===== src/rtl/aes_encrypt_arbiter.sv =====
// rtl/aes_encrypt_arbiter.sv - round-robin arbiter sharing one combinational AES-128 encrypt core
//
// Two requesters hand plaintext blocks over valid/ready; one block at a time is
// driven into the core, held for SETTLE_CYCLES (multicycle path), then the
// ciphertext is registered and returned with the owning requester's id.
//
// Ports:
//   clk, rst                 clock, asynchronous active-high reset
//   req0_valid/ready/data    requester 0 plaintext handshake (128-bit)
//   req1_valid/ready/data    requester 1 plaintext handshake (128-bit)
//   core_start, core_in      registered operand and start to the encrypt core
//   core_out, core_done      ciphertext and done from the encrypt core
//   rsp_valid/ready/data/id  ciphertext response with requester id
//   busy                     high whenever a block is in flight
//   op_count                 completed responses, wraps at 2^CNT_W

module aes_encrypt_arbiter #(
   parameter int SETTLE_CYCLES = 4,
   parameter int CNT_W         = 16
) (
   input  logic             clk,
   input  logic             rst,
   input  logic             req0_valid,
   output logic             req0_ready,
   input  logic [127:0]     req0_data,
   input  logic             req1_valid,
   output logic             req1_ready,
   input  logic [127:0]     req1_data,
   output logic             core_start,
   output logic [127:0]     core_in,
   input  logic [127:0]     core_out,
   input  logic             core_done,
   output logic             rsp_valid,
   input  logic             rsp_ready,
   output logic [127:0]     rsp_data,
   output logic             rsp_id,
   output logic             busy,
   output logic [CNT_W-1:0] op_count
);

   localparam logic [1:0] ST_IDLE   = 2'd0;
   localparam logic [1:0] ST_SETTLE = 2'd1;
   localparam logic [1:0] ST_RESP   = 2'd2;

   // Terminal settle count; an 8-bit counter covers SETTLE_CYCLES up to 255.
   localparam logic [7:0] TERM_CNT = 8'(SETTLE_CYCLES - 1);

   logic [1:0] state;
   logic       last_grant;
   logic [7:0] cnt;
   logic       idle;
   logic       gnt0;
   logic       gnt1;

   assign idle = (state == ST_IDLE);

   // Requester 0 wins when alone or when requester 1 was served last;
   // a lone requester is therefore served back-to-back.
   assign gnt0 = idle & req0_valid & (~req1_valid | last_grant);
   assign gnt1 = idle & req1_valid & ~gnt0;

   assign req0_ready = gnt0;
   assign req1_ready = gnt1;
   assign core_start = (state == ST_SETTLE);
   assign busy       = ~idle;

   always_ff @(posedge clk or posedge rst) begin
      if (rst) begin
         state      <= ST_IDLE;
         last_grant <= 1'b1;
         cnt        <= 8'd0;
         core_in    <= 128'd0;
         rsp_data   <= 128'd0;
         rsp_id     <= 1'b0;
         rsp_valid  <= 1'b0;
         op_count   <= '0;
      end else begin
         case (state)
            ST_IDLE: begin
               if (gnt0 | gnt1) begin
                  core_in    <= gnt1 ? req1_data : req0_data;
                  rsp_id     <= gnt1;
                  last_grant <= gnt1;
                  cnt        <= 8'd0;
                  state      <= ST_SETTLE;
               end
            end
            ST_SETTLE: begin
               // Count out the settle window first; only then is core_done
               // consulted, stalling at the terminal count until it is high.
               if (cnt < TERM_CNT) begin
                  cnt <= cnt + 8'd1;
               end else if (core_done) begin
                  rsp_data  <= core_out;
                  rsp_valid <= 1'b1;
                  state     <= ST_RESP;
               end
            end
            ST_RESP: begin
               if (rsp_ready) begin
                  rsp_valid <= 1'b0;
                  op_count  <= op_count + 1'b1;
                  state     <= ST_IDLE;
               end
            end
            default: begin
               state     <= ST_IDLE;
               rsp_valid <= 1'b0;
            end
         endcase
      end
   end

endmodule


===== config.mk =====
export PLATFORM = sky130hd
export DESIGN_NAME = aes_encrypt_arbiter
export DESIGN_NICKNAME = d
export VERILOG_FILES = /design/src/rtl/aes_encrypt_arbiter.sv
export SDC_FILE = /design/constraint.sdc
export NUM_CORES = 1
export LEC_CHECK = 0
export ABC_AREA = 1
export CORE_AREA = 2 2 257 259
export CTS_CLUSTER_DIAMETER = 30
export DETAILED_ROUTE_END_ITERATION = 6
export DIE_AREA = 0 0 259 261
export DONT_BUFFER_PORTS = 1
export PLACE_DENSITY = 0.38
export SKIP_CTS_REPAIR_TIMING = 1
export SLEW_MARGIN = 10
export SYNTH_ARGS = -nofsm -noshare
export SYNTH_HDL_FRONTEND = slang
export SYNTH_SLANG_ARGS = --single-unit

===== constraint.sdc =====
create_clock -name clk -period 9.7 [get_ports clk]
set_input_delay 0.485 -clock clk [delete_from_list [all_inputs] [get_ports clk]]
set_output_delay 0.485 -clock clk [all_outputs]
set_load 0.02 [all_outputs]

## After elaboration in Yosys (flattened, before gate mapping)

Cells that the tools add are included.

- Register bits after elaboration: 285
- Output and inout port bits: 278
- Logic and storage cells: 49

- Add/subtract/negate cells: 2
- Magnitude comparators: 1
- Eq/ne operators: 7
- Multiplexer cells: 13
- Bitwise gates (word level): 10
- Reductions and logical operators: 8

Operators with widths:

| operator | count |
|---|---|
| 2-to-1 mux 128 bit | 1 |
| adder 16 x 1 -> 16 bit (second input constant) | 1 |
| 2-to-1 mux 8 bit | 2 |
| case mux 8 bit (2 select lines) | 1 |
| adder 8 x 1 -> 8 bit (second input constant) | 1 |
| < comparator 8 x 2 -> 1 bit (second input constant) | 1 |
| 2-to-1 mux 2 bit | 4 |
| AND reduction 4 bit | 2 |
| != test 2 x 1 -> 1 bit (second input constant) | 3 |
| case mux 2 bit (3 select lines) | 1 |
| AND reduction 3 bit | 2 |
| bitwise AND 1 bit | 4 |
| != test 2 bit (second input constant) | 2 |
| inverter 1 bit | 4 |
| AND reduction 2 bit | 2 |
| 2-to-1 mux 1 bit | 3 |
| case mux 1 bit (3 select lines) | 1 |
| == test 2 x 1 -> 1 bit (second input constant) | 1 |
| == test 2 bit (second input constant) | 1 |
| logical NOT 2 bit | 1 |
| bitwise OR 1 bit | 2 |
| nonzero test 2 bit | 1 |

## Depth between registers and ports, before layout

Gate-level depths: netlist of run 1.

- Depth in word-level cells: 8
- Depth in mapped cells: 10
- Mapped depth without buffers: 9

## Worst setup path before layout of run 1

Ideal clock, no wire load.

- Path type: input to output
- Start: input req1_valid
- End: output req1_ready
- Arrival: 1.314 ns
- Data required time: 9.215 ns
- Setup slack: 7.901 ns
- Stages on the path: 5
- Cells stage by stage: inv_1 o21ai_2 nand2_2 inv_1 clkbuf_1

- Cells in the longest elaborated chain, start to end: 5
- Elaborated cells on any way between the ends: 6
- Classes of those cells: bitwise (6)

Ends and longest elaborated chain:

| what | RTL line | RTL |
|---|---|---|
| start: declaration | 26 | `input logic req1_valid,` |
| inverter 1 bit | 59 | `assign gnt0 = idle & req0_valid & (~req1_valid \| last_grant);` |
| bitwise OR 1 bit | 59 |  |
| bitwise AND 1 bit | 59 |  |
| inverter 1 bit | 60 | `assign gnt1 = idle & req1_valid & ~gnt0;` |
| bitwise AND 1 bit * | 60 |  |
| end: declaration | 27 | `output logic req1_ready,` |

Mark *: on every way between the ends. The rest lies on a longest branch, timed or not.

==> results_dict.tcl, run 1 <==
set metrics [dict create \
    total_leakage_power_nw 7.760 \
    yosysWarnings 0 \
    cts_root_buf "clkbuf_16" \
    grt_max_degree 232 \
    path_clk_slew_ns 0.04 \
    route.antenna.remaining_nets 0 \
    grt_setup_unrepaired "no" \
    seq_area_frac_synth_pct 58.68 \
    gp_congestion 0.7561 \
    die_y_um 261 \
    fp.dieW_um 259 \
    cts_buffer_depth 3 \
    cts_tree "built" \
    syn-cell-area_um2 12160 \
    ir_drop_mv 0.1281 \
    start_util_pct 18.69 \
    top_layer_used "met5" \
    slowest_delay_ns 0.80 \
    setup_violations 0 \
    status "complete, no violations" \
    dr.pass1.iters 5 \
    routed_via_density 4.086 \
    die_area_um2 67600 \
    synth_cell_types 29 \
    drive_above_1_share_pct 10.17 \
    finalCriticalPeriod_ns 2.676 \
    syn_avg_cell_area_um2 8.543 \
    worstHoldPathType "in2reg" \
    power-per-cell-area_nw_per_um2 405.4 \
    clk_latency_ns 0.58 \
    finalClockSkew_ns 0.01567 \
    hold_viol_final 0 \
    ios 668 \
    antenna_found_initial 7 \
    nets 1825 \
    cp-start-kind "input pin" \
    drt_wl_total_um 43820 \
    vias 9648 \
    met1_length_um 15460 \
    htreeDepth 3 \
    fin_crit_sh_pct 27.58 \
    drt_iter0_drc 605 \
    finalPower_mw 6.353 \
    tightest_slew_ns 1.040 \
    globalRouteOverflowTotal 0 \
    grt_use_total_pct 12.26 \
    synth_top_area_share_pct 58.46 \
    grt_first_pass_wirelength_um 61900 \
    synth.area.top_cells "dfrtp_1 (58%), nand2_1 (13%), nand3_1 (7.9%)" \
    detail_route.wl_per_cell_um 18.56 \
    coreArea_um2 65040 \
    maxCapViolCount 0 \
    cpMostUsedCell "buf_4" \
    clock_sinks 285 \
    yosysMostFrequentCell "nand2_1" \
    worstPathCellList "dlygate4sd3_1 > inv_8 > buf_4 > buf_4" \
    crit_arrival_ns 3.24 \
    max_slew_margin_pct 30.65 \
    synth_edf_count 0 \
    numCtsBuffers 79 \
    async_flop_share_pct 100.0 \
    num_rows 94 \
    dp_hpwl_um 31780 \
    tns_ns 0 \
    ys_ff_latch 285 \
    synthTopCellsByCount "nand2_1 (415), dfrtp_1 (284), nand3_1 (193)" \
    crit_fanout 82 \
    grt_pass1_vias 9631 \
    synth_nets 1815 \
    max_freq_mhz 373.7 \
    drc 0 \
    area_growth_pct 28.90 \
    worstPathRequired_ns 10.27 \
    port-buffer-count 0 \
    yosys.area.top_type "dfrtp_1" \
    final_max_slew_viol_count 0 \
    critPathSlowestCell "buf_4" \
    crit_type "in2async" \
    wl_met2_um 21780 \
    endpoint_kind "async pin" \
    synthCells 1423 \
    route.met3.wl_um 5432 \
    synth_flop_cell "dfrtp_1" \
]
layout by cell type, fill, tap and decap left out, types with 2 or more instances in the layout:
| cell | netlist | layout |
|---|---|---|
| nand4_1 | 5 | 5 |
| clkbuf_1 | 26 | 13 |
| diode_2 | 0 | 3 |
| clkinv_8 | 0 | 2 |
| inv_6 | 0 | 2 |
| o21ai_0 | 166 | 166 |
| o21ai_1 | 38 | 38 |
| nand2_1 | 415 | 415 |
| inv_1 | 185 | 183 |
| ha_1 | 2 | 2 |
| nand3_1 | 193 | 193 |
| inv_2 | 3 | 3 |
| clkbuf_16 | 0 | 80 |
| dlygate4sd3_1 | 0 | 4 |
| nor2_1 | 23 | 23 |
| clkinvlp_4 | 0 | 7 |
| xor2_1 | 6 | 6 |
| dfrtp_1 | 284 | 284 |
| clkinv_2 | 0 | 16 |
| xnor2_1 | 7 | 7 |
| buf_4 | 4 | 8 |
| clkbuf_8 | 0 | 13 |
| bufinv_16 | 0 | 8 |
area by class of cell:
class                           count  area (um^2)
Antenna cell                        3        7.507
Clock buffer                      106         2230
Clock inverter                     36        464.2
Fill cell                        7091        49370
Inverter                          189        724.4
Multi-Input combinational cell    865         3910
Sequential cell                   285         7133
Tap cell                          864         1081
Timing Repair Buffer               13        120.1
per-stage QoR:
stage / hold WS, ns / utilization [%] / setup WS (ns) / cell area (um^2) / instances
floorplan: 0.4599 / - / 1.353 / 12160 / 1423
global placement: 0.4619 / 19.88 / 6.844 / 12930 / 2212
detailed placement: 0.4577 / 19.88 / 6.781 / 12930 / 2212
CTS: -0.1920 / 24.02 / 6.972 / 15620 / 2354
global route: 0.001092 / 24.09 / 6.565 / 15670 / 2361
finish: 0.02783 / 24.09 / 7.024 / 15670 / 2361
registers in the layout (all words and copies together) (netlist names):
name and count:
last_grant 1, rsp_data 128, rsp_id 1, state 2, rsp_valid 1, core_in 128, op_count 16, cnt 8
kinds of logic after synthesis:
logic type,count (synthesis),share of synthesized area (%)
AND/OR/NAND/NOR,643,22.20
flip-flops,285,58.68
buffers and inverters,273,9.335
AO/OA/AOI/OAI,207,8.646
XOR/XNOR,13,0.9366
adder cells (fa/ha/maj),2,0.2058
critical path, delay by kind of cell:
family / cells / cell delay (ns)
buffers and inverters: 4 / 2.63
power breakdown:
part	switching (mW)	internal, mW	total [mW]	leakage (nW)
combinational	0.590	0.339	0.929	2.91
sequential	1.12	1.73	2.85	3.54
clock	0.766	1.81	2.58	1.31
final timing paths:
path,startpoint,endpoint,slack (ns),cells past startpoint
min in group asynchronous,rst,rsp_data[72],0.50,2
setup / recovery,rst,core_in[17],7.02,4
setup reg to reg,state[1],core_in[40],7.08,8
hold reg to reg,cnt[5],cnt[5],0.48,2
hold / removal,req1_data[10],core_in[10],0.03,2
max in group clk,state[1],core_in[40],7.08,8
layer usage:
layer	track usage (%)	vias to the layer above
li1	-	4544
met1	12.97	4500
met5	0	-
met2	20.59	521
met3	6.078	77
met4	5.491	6
(Power assumes the default switching activity.)
==> run 2, diff against run 1 <==
==> constraint.sdc (replaced) <==
create_clock -name clk -period 2.6 [get_ports clk]
set_input_delay 0.13 -clock clk [delete_from_list [all_inputs] [get_ports clk]]
set_output_delay 0.13 -clock clk [all_outputs]
set_load 0.02 [all_outputs]
==> run 2 against run 1 <==
Clock skew is 0.0036 ns higher. Sequential cell count stayed put. Non-clock buffer count is 411 higher. Die area stayed put. Cell count is 18% higher. Via count is 19% higher. Critical path type is now reg2reg. Critical endpoint is now core_in[62]. Largest power group unchanged.
==> results_dict.tcl, run 2 (same netlist as run 1, synthesis figures left out) <==
set metrics [dict create \
    status "complete, no violations" \
    cp-start-kind "register" \
    crit_arrival_ns 2.93 \
    final_max_slew_viol_count 0 \
    final_cell_mix "nand2_1 (415), dlygate4sd3_1 (387), dfrtp_1 (284)" \
    port-buffer-count 0 \
    finalClockSkew_ns 0.01925 \
    clock_sinks 285 \
    rrSetupSlack_ns 0.12 \
    worst-path-buf-inv 3 \
    finalPower_mw 24.86 \
    maxCapViolCount 0 \
    ir_drop_mv 0.5616 \
    place_ws_ns 0.3809 \
    path_clk_slew_ns 0.04 \
    htreeDepth 3 \
    setup_violations 0 \
    num_rows 94 \
    drt_iter0_drc 681 \
    dp_hpwl_um 32090 \
    area_growth_pct 63.70 \
    endpoint_kind "register" \
    drive_above_1_share_pct 9.344 \
    hold_viol_final 0 \
    route.antenna.remaining_nets 0 \
    grt_first_pass_wirelength_um 61460 \
    drt_wl_total_um 46340 \
    nets 2236 \
    slowest_delay_ns 0.60 \
    crit_fanout 42 \
    max_slew_margin_pct 37.18 \
    worstPathCellList "inv_2 > nand2_4 > nor2_4 > nand2_4 > buf_4 > nand2_1 > o21ai_0 > dlygate4sd3_1 > o21ai_0" \
    die_area_um2 67600 \
    cts_tree "built" \
    fin_ws_ns 0.1212 \
    total_leakage_power_nw 9.589 \
    worstPathRequired_ns 3.05 \
    power-per-cell-area_nw_per_um2 1249 \
    grt_use_total_pct 11.98 \
    worstHoldPathType "in2async" \
    hold_slack_ns 0.06694 \
    cpLargestDelayFamily "buffers and inverters" \
    met3_usage_pct 6.185 \
    grt_pass1_vias 9796 \
    gp_congestion 0.8301 \
    final_common_cell "nand2_1" \
    antenna_found_initial 8 \
    crit_type "reg2reg" \
    start_util_pct 18.69 \
    cts_buffer_depth 3 \
    globalRouteOverflowTotal 0 \
    numCtsBuffers 79 \
    cts_root_buf "clkbuf_16" \
    fp.dieW_um 259 \
    drc 0 \
    ios 668 \
    clk_latency_ns 0.59 \
    dr.pass1.iters 5 \
    vias 11460 \
    finalCriticalPeriod_ns 2.479 \
    top_regs "core_in x128, rsp_data x128, op_count x16" \
    critPathSlowestCell "dlygate4sd3_1" \
    die_y_um 261 \
    fin_crit_sh_pct 95.34 \
    gr-usage-met1_pct 12.83 \
    grt.busiest_layer "met2" \
    tightest_slew_ns 0.9388 \
    routed_via_density 4.129 \
    max_freq_mhz 403.4 \
    met2_usage_pct 19.52 \
    grt_max_degree 87 \
    coreArea_um2 65040 \
    detail_route.wl_per_cell_um 16.70 \
]
==> run 2: layout make-up <==
| class | instances | area [um^2] |
|---|---|---|
| diodes | 6 | 15.01 |
| flip-flops and latches | 285 | 7133 |
| clock inverters | 28 | 431.7 |
| fillers | 6705 | 45140 |
| inverters | 189 | 716.9 |
| multi-input cells | 865 | 3901 |
| well taps | 864 | 1081 |
| clock buffers | 114 | 2320 |
| repair buffers | 424 | 4302 |
==> run 2: routing by layer <==
metal | share of wire, % | up-vias | wire length, um
met3 | 11 | 112 | 5097
met2 | 49 | 611 | 22880
li1 | - | 5368 | -
met4 | 3.2 | 2 | 1483
met1 | 36 | 5365 | 16870
met5 | 0.015 | - | 7
==> run 2: worst register-to-register path, stage by stage, from the launching register on <==
cell and delay, ns:
dfrtp_1 0.41, inv_2 0.07, nand2_4 0.15, nor2_4 0.07, nand2_4 0.34, buf_4 0.43, nand2_1 0.10, o21ai_0 0.11
dlygate4sd3_1 0.60, o21ai_0 0.08
==> run 2: worst paths after layout <==
path,cells past startpoint,end,startpoint
setup / recovery,9,core_in[62],state[1]
hold / removal,2,core_in[78],rst
setup reg to reg,9,core_in[62],state[1]
hold reg to reg,2,cnt[5],cnt[5]
max in group asynchronous,3,core_in[25],rst
min in group clk,3,cnt[2],req0_valid
==> run 2: power by group <==
| part | switching [mW] | internal (mW) |
|---|---|---|
| Combinational | 2.43 | 1.86 |
| Clock | 2.86 | 7.02 |
| Sequential | 4.23 | 6.45 |
==> run 2: stage by stage <==
stage          area, um^2  util [%]  TNS [ns]  instances
2_1_floorplan       12160         -   -371.33       1423
3_3_place_gp        13260     20.39         0       2240
3_5_place_dp        13260     20.39         0       2240
4_1_cts             16010     24.62         0       2382
5_1_grt             19900     30.60  -0.09815       2775
6_report            19900     30.60         0       2775
==> run 3, diff against run 2 <==
--- a/config.mk
+++ b/config.mk
@@ -12,6 +12,7 @@
 export DIE_AREA = 0 0 259 261
 export DONT_BUFFER_PORTS = 1
 export PLACE_DENSITY = 0.38
+export REMOVE_ABC_BUFFERS = 1
 export SKIP_CTS_REPAIR_TIMING = 1
 export SLEW_MARGIN = 10
 export SYNTH_ARGS = -nofsm -noshare
==> constraint.sdc (replaced) <==
create_clock -name clk -period 2.6 [get_ports clk]
set_input_delay 0 -clock clk [delete_from_list [all_inputs] [get_ports clk]]
set_output_delay 0 -clock clk [all_outputs]
set_load 0.02 [all_outputs]
==> run 3 against run 2 <==
Wire length grew 2.9%. Sequential power is essentially flat. Sequential share of layout area shrank 0.76 points. The run now ends with negative hold slack left. Via count shrank 0.54%. Clock skew grew 0.0018 ns. Combinational power is essentially flat. Largest cell class unchanged.
==> results_dict.tcl, run 3 (same netlist as run 1, synthesis figures left out) <==
set metrics [dict create \
    grt_first_pass_wirelength_um 63650 \
    maxCapViolCount 0 \
    violations "negative hold slack" \
    clk_latency_ns 0.60 \
    num_rows 94 \
    finalCriticalPeriod_ns 2.464 \
    endpoint_kind "register" \
    antenna_found_initial 11 \
    worstPathRequired_ns 3.08 \
    place_ws_ns 0.5772 \
    crit_fanout 81 \
    top_regs "core_in x128, rsp_data x128, op_count x16" \
    hold_viol_final 6 \
    coreArea_um2 65040 \
    grt_use_total_pct 12.58 \
    globalRouteOverflowTotal 0 \
    worstRegToRegCells 8 \
    fin_ws_ns 0.1358 \
    max_freq_mhz 405.8 \
    numCtsBuffers 85 \
    final_cell_mix "nand2_1 (415), dlygate4sd3_1 (389), dfrtp_1 (284)" \
    ios 668 \
    status "finished, violations left" \
    r2r_end "core_in[103]" \
    power-per-cell-area_nw_per_um2 1302 \
    cp-start-kind "register" \
    finalPower_mw 26.48 \
    tightest_slew_ns 0.6943 \
    drt_iter0_drc 646 \
    gp_congestion 0.7896 \
    place_area_um2 13180 \
    setup_violations 0 \
    crit_arrival_ns 2.94 \
    start_util_pct 18.69 \
    die_y_um 261 \
    grt_max_degree 91 \
    port-buffer-count 0 \
    dr.pass1.iters 5 \
    cts_buffer_depth 3 \
    nets 2231 \
    area_growth_pct 67.25 \
    drive_above_1_share_pct 9.833 \
    final_area_um2 20330 \
    fin_crit_sh_pct 94.78 \
    routed_via_density 4.092 \
    cts_tree "built" \
    finalClockSkew_ns 0.02105 \
    final_common_cell "nand2_1" \
    final_cells 2785 \
    ir_drop_mv 0.5666 \
    critical_path.startpoint "state[1]" \
    cts_root_buf "clkbuf_16" \
    dp_hpwl_um 33310 \
    crit_type "reg2reg" \
    rrSetupSlack_ns 0.14 \
    die_area_um2 67600 \
    final_max_slew_viol_count 0 \
    total_leakage_power_nw 9.760 \
    detail_route.wl_per_cell_um 17.13 \
    place_inst 2227 \
    max_slew_margin_pct 53.72 \
    timing.rr.start "state[1]" \
    grt_pass1_vias 9887 \
    hold_slack_ns -0.03690 \
    route.antenna.remaining_nets 0 \
    drc 0 \
    min_path_cells 2 \
    path_clk_slew_ns 0.04 \
    clock_sinks 285 \
    drt_wl_total_um 47710 \
    htreeDepth 3 \
    crit_end "core_in[103]" \
    vias 11400 \
    worstHoldPathType "in2reg" \
    fp.dieW_um 259 \
]
-- run 3: cell count changes in the layout (fill, tap and decap cells not counted), moves of 2 or more --
cell and change:
buf_4 -14, bufinv_16 +10, clkbuf_1 -5, clkbuf_16 +6, clkbuf_8 -6, clkinv_16 +2
clkinv_2 +4, clkinvlp_4 +6, diode_2 +3, dlygate4sd3_1 +2
-- run 3: power by group --
part	internal, mW	leakage, nW	switching (mW)
clock network	8.32	1.57	3.22
registers	6.45	3.54	4.16
logic	1.91	4.65	2.42
-- run 3: cell type report --
type | instances | area, um^2
sequential | 285 | 7133
timing repair buffer | 413 | 4237
clock buffer | 109 | 2369
inverter | 189 | 720.7
tap | 864 | 1081
multi-input combinational | 865 | 3901
antenna | 9 | 22.52
fill | 6669 | 44710
clock inverter | 51 | 868.3
-- run 3: worst min-delay path by stage --
| stage | start | slack, ns | to |
|---|---|---|---|
| after floorplan | req1_data[100] | 0.13 | core_in[100] |
| after global placement | rst | 0.004 | rsp_data[91] |
| after detailed placement | rst | 0.01 | rsp_data[91] |
| after CTS | rst | -0.65 | rsp_data[109] |
| after global routing | core_done | 0.01 | rsp_valid |
| final | core_done | -0.04 | rsp_valid |
-- run 3: layer usage --
layer / track usage [%] / vias to the layer above / share of wire [%]
met5: 0 / - / 0
met4: 8.478 / 0 / 4.4
met3: 5.768 / 115 / 10
met2: 20.17 / 600 / 49
met1: 13.29 / 5315 / 36
li1: - / 5366 / -
-- run 3: per-stage QoR --
step	utilization [%]	setup TNS [ns]
after detailed placement	20.26	0
after floorplan	-	-1816.32
after global placement	20.26	0
after global routing	31.25	-0.1009
after CTS	25.24	0
final	31.26	0
-- run 3: critical path, cell delays in order, from the launching register on --
cell and delay [ns]:
dfrtp_1 0.42, inv_2 0.10, nand2_4 0.13, o21ai_4 0.60, inv_4 0.10, buf_12 0.23, nand2_1 0.10, nand3_1 0.09
dlygate4sd3_1 0.57
